==> src/rtl/hit_result_writer_if.sv <==
// Hit intake and DDR line-write bus of hit_result_writer.
// slave is the writer's own view; master is the pipeline/DDR side driving it.
interface hit_result_writer_if;
    logic         hit_valid;
    logic [31:0]  locationStart;
    logic [31:0]  locationEnd;
    logic         hit_ready;
    logic         flush;
    logic         flush_done;
    logic         ddr_wr;
    logic [31:0]  writeAdd;
    logic [511:0] ddr_wr_data;
    logic         ddr_wr_done;
    logic [15:0]  line_count;
    logic [15:0]  drop_count;
    logic         region_full;

    modport slave (
        input  hit_valid, locationStart, locationEnd, flush, ddr_wr_done,
        output hit_ready, flush_done, ddr_wr, writeAdd, ddr_wr_data,
               line_count, drop_count, region_full
    );

    modport master (
        output hit_valid, locationStart, locationEnd, flush, ddr_wr_done,
        input  hit_ready, flush_done, ddr_wr, writeAdd, ddr_wr_data,
               line_count, drop_count, region_full
    );
endinterface

==> src/rtl/hit_result_writer.sv <==
// Packs 64-bit hit records eight per 512-bit line into ping-pong buffers and writes lines to DDR.
// Optional HIT_DEDUP_EN: discard a hit identical to the last accepted record.
module hit_result_writer #(
    parameter logic [31:0] BASE_ADDR = 32'h1000_0000,
    parameter int unsigned MAX_LINES = 4096
) (
    input logic                clk,
    input logic                rst,
    hit_result_writer_if.slave bus
);
    typedef enum logic [1:0] {IDLE, ISSUE, WAIT_DONE} wrState_t;
    wrState_t state, stateNext;

    logic [511:0] lineBuf [2];
    logic [1:0]   sealed;
    logic         fillSel;
    logic         wrSel;
    logic [2:0]   slotCnt;
    logic         nonEmpty;
    logic         flushPending;
    logic [15:0]  lineCount;
    logic [15:0]  dropCount;
    logic         regionFull;
    logic [31:0]  writeAdd;
    logic [511:0] wrData;

    logic hitReady, isDup, accept, sealFill, flushDone;
    logic loadOut, freeBuf, writeDone, ddrWr;

`ifdef HIT_DEDUP_EN
    logic [31:0] lastStart;
    logic [31:0] lastEnd;
    logic        lastValid;

    assign isDup = lastValid && (lastStart == bus.locationStart) && (lastEnd == bus.locationEnd);

    always_ff @(posedge clk or negedge rst) begin
        if (!rst) begin
            lastStart <= '0;
            lastEnd   <= '0;
            lastValid <= 1'b0;
        end else if (bus.flush) begin
            lastValid <= 1'b0;
        end else if (accept) begin
            lastStart <= bus.locationStart;
            lastEnd   <= bus.locationEnd;
            lastValid <= 1'b1;
        end
    end
`else
    assign isDup = 1'b0;
`endif

    assign hitReady  = !(&sealed) && !regionFull;
    assign accept    = bus.hit_valid && hitReady && !isDup;
    // A flush coinciding with a hit seals the line that already contains that hit.
    assign sealFill  = !regionFull &&
                       ((accept && slotCnt == 3'd7) || (bus.flush && (nonEmpty || accept)));
    assign flushDone = flushPending && (sealed == 2'b00) && (state == IDLE);

    always_ff @(posedge clk or negedge rst) begin
        if (!rst) state <= IDLE;
        else      state <= stateNext;
    end

    always_comb begin
        stateNext = state;
        loadOut   = 1'b0;
        freeBuf   = 1'b0;
        writeDone = 1'b0;
        ddrWr     = 1'b0;
        case (state)
            IDLE: begin
                if (sealed[wrSel]) begin
                    // Lines sealed before the region filled cannot be written; drop them.
                    if (regionFull) begin
                        freeBuf = 1'b1;
                    end else begin
                        loadOut   = 1'b1;
                        stateNext = ISSUE;
                    end
                end
            end
            ISSUE: begin
                ddrWr     = 1'b1;
                stateNext = WAIT_DONE;
            end
            WAIT_DONE: begin
                if (bus.ddr_wr_done) begin
                    freeBuf   = 1'b1;
                    writeDone = 1'b1;
                    stateNext = IDLE;
                end
            end
            default: stateNext = IDLE;
        endcase
    end

    always_ff @(posedge clk or negedge rst) begin
        if (!rst) begin
            lineBuf[0]   <= '0;
            lineBuf[1]   <= '0;
            sealed       <= '0;
            fillSel      <= 1'b0;
            wrSel        <= 1'b0;
            slotCnt      <= '0;
            nonEmpty     <= 1'b0;
            flushPending <= 1'b0;
            lineCount    <= '0;
            dropCount    <= '0;
            regionFull   <= 1'b0;
            writeAdd     <= '0;
            wrData       <= '0;
        end else begin
            if (accept) begin
                lineBuf[fillSel][{slotCnt, 6'd0} +: 64] <= {bus.locationEnd, bus.locationStart};
                slotCnt  <= slotCnt + 3'd1;
                nonEmpty <= 1'b1;
            end
            if (sealFill) begin
                sealed[fillSel] <= 1'b1;
                fillSel         <= ~fillSel;
                slotCnt         <= '0;
                nonEmpty        <= 1'b0;
            end else if (bus.flush && regionFull) begin
                lineBuf[fillSel] <= '0;
                slotCnt          <= '0;
                nonEmpty         <= 1'b0;
            end
            // Freed buffers are zeroed so a later partial line has empty tail slots.
            if (freeBuf) begin
                sealed[wrSel]  <= 1'b0;
                lineBuf[wrSel] <= '0;
                wrSel          <= ~wrSel;
            end
            if (writeDone) begin
                lineCount <= lineCount + 16'd1;
                if (32'(lineCount) + 32'd1 == MAX_LINES) regionFull <= 1'b1;
            end
            if (loadOut) begin
                writeAdd <= BASE_ADDR + {7'd0, lineCount, 9'd0};
                wrData   <= lineBuf[wrSel];
            end
            if (bus.hit_valid && !hitReady && dropCount != 16'hFFFF)
                dropCount <= dropCount + 16'd1;
            if (bus.flush)      flushPending <= 1'b1;
            else if (flushDone) flushPending <= 1'b0;
        end
    end

    assign bus.hit_ready   = hitReady;
    assign bus.flush_done  = flushDone;
    assign bus.ddr_wr      = ddrWr;
    assign bus.writeAdd    = writeAdd;
    assign bus.ddr_wr_data = wrData;
    assign bus.line_count  = lineCount;
    assign bus.drop_count  = dropCount;
    assign bus.region_full = regionFull;
endmodule

==> src/flat_wrapper.sv <==
// flat-port wrapper written by rule: the top's interface ports become plain ports
module hit_result_writer_flat 
#(
    parameter logic [31:0] BASE_ADDR = 32'h1000_0000,
    parameter int unsigned MAX_LINES = 4096
)
  (clk, rst, bus_hit_valid, bus_locationStart, bus_locationEnd, bus_flush, bus_ddr_wr_done, bus_hit_ready, bus_flush_done, bus_ddr_wr, bus_writeAdd, bus_ddr_wr_data, bus_line_count, bus_drop_count, bus_region_full);
  hit_result_writer_if bus_i ();
  input logic clk;
  input logic rst;
  input wire logic [$bits(bus_i.hit_valid)-1:0] bus_hit_valid;
  input wire logic [$bits(bus_i.locationStart)-1:0] bus_locationStart;
  input wire logic [$bits(bus_i.locationEnd)-1:0] bus_locationEnd;
  input wire logic [$bits(bus_i.flush)-1:0] bus_flush;
  input wire logic [$bits(bus_i.ddr_wr_done)-1:0] bus_ddr_wr_done;
  output wire logic [$bits(bus_i.hit_ready)-1:0] bus_hit_ready;
  output wire logic [$bits(bus_i.flush_done)-1:0] bus_flush_done;
  output wire logic [$bits(bus_i.ddr_wr)-1:0] bus_ddr_wr;
  output wire logic [$bits(bus_i.writeAdd)-1:0] bus_writeAdd;
  output wire logic [$bits(bus_i.ddr_wr_data)-1:0] bus_ddr_wr_data;
  output wire logic [$bits(bus_i.line_count)-1:0] bus_line_count;
  output wire logic [$bits(bus_i.drop_count)-1:0] bus_drop_count;
  output wire logic [$bits(bus_i.region_full)-1:0] bus_region_full;
  assign bus_i.hit_valid = bus_hit_valid;
  assign bus_i.locationStart = bus_locationStart;
  assign bus_i.locationEnd = bus_locationEnd;
  assign bus_i.flush = bus_flush;
  assign bus_i.ddr_wr_done = bus_ddr_wr_done;
  assign bus_hit_ready = bus_i.hit_ready;
  assign bus_flush_done = bus_i.flush_done;
  assign bus_ddr_wr = bus_i.ddr_wr;
  assign bus_writeAdd = bus_i.writeAdd;
  assign bus_ddr_wr_data = bus_i.ddr_wr_data;
  assign bus_line_count = bus_i.line_count;
  assign bus_drop_count = bus_i.drop_count;
  assign bus_region_full = bus_i.region_full;
  hit_result_writer #(.BASE_ADDR(BASE_ADDR), .MAX_LINES(MAX_LINES)) u_core (.clk(clk), .rst(rst), .bus(bus_i));
endmodule
==> config.mk <==
export PLATFORM = sky130hd
export DESIGN_NAME = hit_result_writer_flat
export DESIGN_NICKNAME = d
export VERILOG_FILES = /design/src/rtl/hit_result_writer_if.sv /design/src/rtl/hit_result_writer.sv /design/src/flat_wrapper.sv
export SDC_FILE = /design/constraint.sdc
export NUM_CORES = 2
export LEC_CHECK = 0
export CAP_MARGIN = 20
export CORE_UTILIZATION = 65
export CTS_BUF_LIST = sky130_fd_sc_hd__clkbuf_8
export DETAILED_ROUTE_END_ITERATION = 16
export DONT_BUFFER_PORTS = 1
export GPL_TIMING_DRIVEN = 1
export HOLD_SLACK_MARGIN = 0.12
export PLACE_DENSITY_LB_ADDON = 0.12
export SYNTH_ARGS = -nofsm -noshare
export SYNTH_HDL_FRONTEND = slang
export SYNTH_SLANG_ARGS = --single-unit
==> constraint.sdc <==
create_clock -name clk -period 3.3 [get_ports clk]
set_input_delay 0.66 -clock clk [delete_from_list [all_inputs] [get_ports clk]]
set_output_delay 0.66 -clock clk [all_outputs]
set_load 0.01 [all_outputs]
# Word-level counts from Yosys, hierarchy flattened
# Cells that the tools add are included.
dict set report classes {
  addsub 6
  magnitude_cmp 8
  eq_ne 8
  shifts 2
  n_mux 43
  bitwise 11
  reduce_logical 26
}
# cell count
set op_table {}
lappend op_table {{2-to-1 mux 1024 bit} 4}
lappend op_table {{2-to-1 mux 512 bit} 6}
lappend op_table {{AND 1024 bit} 2}
lappend op_table {{inverter 1024 bit} 2}
lappend op_table {{demux 512 bit (select 1 bit)} 3}
lappend op_table {{bitwise mux 1024 bit} 1}
lappend op_table {{variable shift 64 x 11 -> 512 bit, first input constant} 1}
lappend op_table {{indexed part select 64 x 11 -> 512 bit} 1}
lappend op_table {{adder 16 x 1 -> 16 bit, second input constant} 2}
lappend op_table {{== test 32 x 13 -> 1 bit, second input constant} 1}
lappend op_table {{adder 29 x 25 -> 30 bit, first input constant} 1}
lappend op_table {{adder 16 x 1 -> 17 bit, second input constant} 1}
lappend op_table {{2-to-1 mux 1 bit} 17}
lappend op_table {{!= test 16 bit, second input constant} 1}
lappend op_table {{logical AND 1 bit} 14}
lappend op_table {{negator 9 -> 11 bit} 1}
lappend op_table {{2-to-1 mux 2 bit} 5}
lappend op_table {{2-to-1 mux 3 bit} 3}
lappend op_table {{!= test 2 bit, second input constant} 3}
lappend op_table {{case mux 2 bit (3 select lines)} 1}
lappend op_table {{>= comparator 2 bit, second input constant} 2}
lappend op_table {{logical NOT 2 bit} 2}
lappend op_table {{< comparator 1 x 2 -> 1 bit, second input constant} 2}
lappend op_table {{< comparator 2 x 1 -> 1 bit, second input constant} 2}
lappend op_table {{18 further kinds} 26}
dict set report totals {
  ff_bits 1612
  input_bits 69
  output_inout_bits 580
}

# Depth between registers and ports, before layout
dict set report depth {
  word_depth 12
  depth_mapped 11
}

# Least setup slack after synthesis
# Ideal clock, no wire load.
dict set report synth_path {
  kind {reg2reg}
  start {register u_core.slotCnt[0]}
  end {register u_core.lineBuf[562] (netlist bit)}
  setup_ps 132
  arrival_time_ps 2265
  t_required_ps 3168
  slack_ps 903
  stages_incl_launch_ff 11
  period_less_slack_ps 2397
  cell_sequence {dfrtp_1 -> inv_1 -> ha_1 -> ha_1 -> nor4b_2 -> nand4_1 -> a21o_1 -> clkbuf_1 -> clkbuf_1 -> a22oi_1 -> nor2_1}
}
dict set report synth_between {
  elab_chain_cells 11
}
# element line
set synth_lines {}
lappend synth_lines {{start, declared} hit_result_writer.sv:18} ;# logic [2:0] slotCnt;
lappend synth_lines {{start signal, assigned} hit_result_writer.sv:117} ;# slotCnt <= slotCnt + 3'd1;
lappend synth_lines {{negator 9 -> 11 bit} hit_result_writer.sv:116} ;# lineBuf[fillSel][{slotCnt, 6'd0} +: 64] <= {bus.locationEnd, bus.locationStart};
lappend synth_lines {{variable shift 64 x 11 -> 512 bit} hit_result_writer.sv:116}
lappend synth_lines {{2-to-1 mux 512 bit (not written as such)} hit_result_writer.sv:116}
lappend synth_lines {{demux 512 bit (select 1 bit)} hit_result_writer.sv:116}
lappend synth_lines {{bitwise mux 1024 bit} hit_result_writer.sv:116}
lappend synth_lines {{2-to-1 mux 1024 bit} hit_result_writer.sv:115} ;# if (accept) begin
lappend synth_lines {{AND 1024 bit (no source line)} -}
lappend synth_lines {{2-to-1 mux 1024 bit} hit_result_writer.sv:125} ;# end else if (bus.flush && regionFull) begin
lappend synth_lines {{2-to-1 mux 1024 bit (*)} hit_result_writer.sv:120} ;# if (sealFill) begin
lappend synth_lines {{AND 1024 bit (no source line)} -}
lappend synth_lines {{2-to-1 mux 1024 bit (*)} hit_result_writer.sv:131} ;# if (freeBuf) begin
lappend synth_lines {{end signal, assigned by index} hit_result_writer.sv:116}
lappend synth_lines {{end, declared} hit_result_writer.sv:14} ;# logic [511:0] lineBuf [2];
# Mark *: on every way between the ends. The rest lies on a longest branch, timed or not.
# A chain may end at the register's enable or synchronous reset.

# Worst setup path in the final report
dict set report layout_path {
  start {register u_core.slotCnt[0]}
  end {register u_core.lineBuf[481] (netlist bit)}
}
# The elaborated chain is that of the path after synthesis.

==> impl_metrics.env <==
export IMPL_synth_cell_type_count=56
export IMPL_reg2reg_depth=10
export IMPL_cts_max_level=4
export IMPL_arrival_ns=3.91
export IMPL_whs_ns=-0.5487
export IMPL_core_sq_mm=0.1039
export IMPL_synthTopCellsByCount="dfrtp_1, a21oi_1, nor2_1, nand2_1, nand3_1"
export IMPL_dr_pass1_iters=9
export IMPL_cellLeakagePower_nw=34.01
export IMPL_rsz0062_at_grt="no"
export IMPL_critPathMaxStageDelay_ns=0.59
export IMPL_start_kind="register"
export IMPL_drt_initial_drc_count=6542
export IMPL_sw_frac_of_total_pct=38.33
export IMPL_final_core_util_pct=71.65
export IMPL_dp_hpwl_mm=121.5
export IMPL_drv_cap=0
export IMPL_hp_class="in -> async"
export IMPL_drv_slew=0
export IMPL_yosys_area_top_type="dfrtp_1"
export IMPL_irDropWorstVdd_mv=1.527
export IMPL_viasPerCell=6.461
export IMPL_timing_fmax_ghz=0.3297
export IMPL_netlist_area_sq_mm=0.06840
export IMPL_crit_chain="inv_1 -> ha_1 -> ha_1 -> nor2_1 -> nand2_2 -> nor2_4 -> buf_12 -> nand2_1 -> dlygate4sd3_1 -> a21oi_1"
export IMPL_gp_congestion=0.8365
export IMPL_area_growth_syn_to_layout_pct=8.877
export IMPL_fin_cells=8176
export IMPL_die_h_um=326.4
export IMPL_async_reset_ff_share_pct=100.0
export IMPL_required_ns=4.18
export IMPL_worstSkewPairLatency_ns=0.95
export IMPL_worstSetupEndpointType="register"
export IMPL_final_nets=6673
export IMPL_tightest_slew_ns=1.241
export IMPL_combPwrFrac_pct=29.3
export IMPL_clk_pin_slew_ns=0.07
export IMPL_grt_overflow=0
export IMPL_row_count=118
export IMPL_synthFlopType="dfrtp_1"
export IMPL_vias=52830
export IMPL_grt_pass1_vias=50720
export IMPL_dpl_cell_area_sq_mm=0.06863
export IMPL_synth_area_top_cells="dfrtp_1, a21oi_1, mux2i_1"
export IMPL_drive_gt1_share_pct=9.131
export IMPL_grt_total_usage_pct=37.79
export IMPL_antenna_found_initial=9
export IMPL_finalSetupViolations=0
export IMPL_violations="negative hold slack"
export IMPL_dp_cells=7662
export IMPL_wirelength_mm=203.2
export IMPL_syn_inst=6853
export IMPL_postCtsHoldBufs=71
export IMPL_cts_setup_buffers=0
export IMPL_seq_power_share_pct=46.6
export IMPL_cp_max_fo=64
export IMPL_post_route_period_util_pct=91.91
export IMPL_dieWidth_um=326.4
export IMPL_grt_start_max_net_pins=258
export IMPL_ant_nets=0
export IMPL_outcome="complete, but fails checks"
export IMPL_crit_top_cell="ha_1"
export IMPL_relSlewSlack_pct=16.98
export IMPL_ys_ff_latch=1597
export IMPL_cts_root_buf="clkbuf_8"
export IMPL_cp_slowest_cell="dlygate4sd3_1"
export IMPL_cts_tree="built"
export IMPL_critPathKind="reg -> reg"
export IMPL_numClockSinks=1597
export IMPL_final_area_sq_mm=0.07448
export IMPL_clock_tree_buffer_depth=3
export IMPL_clock_skew_ns=0.04814
export IMPL_pwr_share_clk_pct=24.1
export IMPL_seq_area_frac_synth_pct=58.42
export IMPL_yosysTopAreaCellShare_pct=58.42
export IMPL_port_buffers=0
export IMPL_finalHoldViolCount=382
export IMPL_avgSynthCellArea_sq_um=9.982
export IMPL_power_density_mw_per_mm2=928.2
export IMPL_drc=0
export IMPL_period_needed_ns=3.033
export IMPL_dieArea_sq_mm=0.1065
export IMPL_grt_pass1_wl_mm=310.2
export IMPL_synth_most_common_cell="dfrtp_1"
export IMPL_p_int_w=0.04263
export IMPL_p_sw_w=0.02650
export IMPL_ios=649
export IMPL_synth_edf_count=0
export IMPL_cts_buffers=240
export IMPL_start_util_pct=65.81
export IMPL_avgRoutedWirePerCell_um=24.85
export IMPL_yosysWarnings=0
layer usage:
layer  vias to the layer above  track usage, %  part of all wire [%]
met5                         -               0                 0.032
met4                        10           21.09                   6.0
met3                       538           8.562                    10
met2                      2972           56.90                    46
met1                     26340           51.25                    38
li1                      22970               -                     -
state kept, by name, summed over array words and instances (netlist names), 2 cells and up:
register,count
u_core.state,2
u_core.bus.writeAdd,17
u_core.bus.line_count,16
u_core.sealed,2
u_core.bus.ddr_wr_data,512
u_core.slotCnt,3
u_core.bus.drop_count,16
u_core.lineBuf,1024
critical path, delay by kind of cell, from the launching register on:
kind / cells / cell delay (ns)
fa+ha+maj: 2 / 0.58
compound gates: 1 / 0.12
buf+inv: 3 / 1.03
flops: 1 / 0.49
simple gates: 4 / 0.74
placed cells by master, fill, tap and decap left out, types with 4 or more instances in the layout:
cell           synthesis  final
nand3_4                1     10
a22oi_1              280    280
buf_16                 0      7
nand2_1              730    730
clkinvlp_4             0      7
nor2_4                 6      7
nand3_1              728    715
nor2_1               849    848
and3_1                10      4
nor3_4                 5      5
and3_2                 0      6
a22oi_2               40     40
nor3_1                 6      6
ha_1                   7      7
inv_1                  8     81
buf_12                 0     52
a21oi_1             1223   1223
clkinv_2               0     25
dfrtp_1             1597   1596
dlygate4sd3_1          0     69
xnor2_1               30     30
mux2i_1              512    512
nand2_2                4      4
conb_1                 1     15
clkbuf_8               0    319
xor2_1                 9      9
clkinv_8               0      4
diode_2                0      6
nand4_1               19     19
buf_4                 52     84
nand3_2                0      4
mux2_2                18     18
final cells by class:
| class | instances | area (sq um) |
|---|---|---|
| Inverter | 10 | 40.04 |
| Sequential cell | 1597 | 39970 |
| Tap cell | 1380 | 1727 |
| Fill cell | 7659 | 29460 |
| Clock buffer | 319 | 4390 |
| Timing Repair Buffer | 214 | 2613 |
| Multi-Input combinational cell | 4534 | 25070 |
| Antenna cell | 6 | 15.01 |
| Clock inverter | 116 | 656.9 |
final timing paths:
path                                                     from                                       to  slack (ns)
worst max-delay path            u_core.slotCnt[0]$_DFFE_PN0P_            u_core.lineBuf[481]$_DFF_PN0_        0.27
worst min-delay path                                      rst  u_core.bus.ddr_wr_data[467]$_DFFE_PN0P_       -0.55
worst max register to register  u_core.slotCnt[0]$_DFFE_PN0P_            u_core.lineBuf[481]$_DFF_PN0_        0.27
worst min register to register  u_core.lineBuf[545]$_DFF_PN0_            u_core.lineBuf[545]$_DFF_PN0_        0.52
max in group asynchronous                                 rst  u_core.bus.ddr_wr_data[310]$_DFFE_PN0P_        0.78
min in group clk                              bus_ddr_wr_done     u_core.bus.line_count[1]$_DFFE_PN0P_        0.27
power groups by stage:
stage                     Clock (W)  Sequential, W  Combinational, W
after global routing         0.0176         0.0329            0.0224
after CTS                    0.0168         0.0322            0.0201
after global placement            0         0.0323            0.0189
final                        0.0166         0.0322            0.0202
after floorplan                   0         0.0308            0.0155
after detailed placement          0         0.0325            0.0196
per-stage QoR:
| step | setup WS (ns) | hold WS [ns] | TNS, ns | power, W |
|---|---|---|---|---|
| 2_1_floorplan | 0.9035 | 0.3644 | 0 | 0.04629 |
| 3_5_place_dp | -1.144 | 0.3699 | -288.18 | 0.05208 |
| 6_report | 0.2668 | -0.5487 | 0 | 0.06913 |
| 3_3_place_gp | -1.131 | 0.3702 | -280.80 | 0.05116 |
| 4_1_cts | 0.2068 | -0.6306 | 0 | 0.06910 |
| 5_1_grt | 0.09110 | -0.6007 | 0 | 0.07291 |
repair_timing:
item	in CTS	in global routing
gates cloned	1	1
endpoints found under the setup margin	225	225
pin swaps	0	0
gates resized for setup	0	0
endpoints found under the hold margin	1604	563
cell families (layout without fill, tap and decap cells):
group	Yosys count	after routing	share of synthesized area, %
buf+inv	736	659	5.262
xor+xnor	39	39	0.4994
fa+ha+maj	7	7	0.1280
flops	1597	1597	58.42
compound gates	1562	1562	13.03
other cells	1	21	0.005482
simple gates	2381	2381	14.86
mux	530	530	7.788
Note: power is estimated with default switching activity, not from simulation.
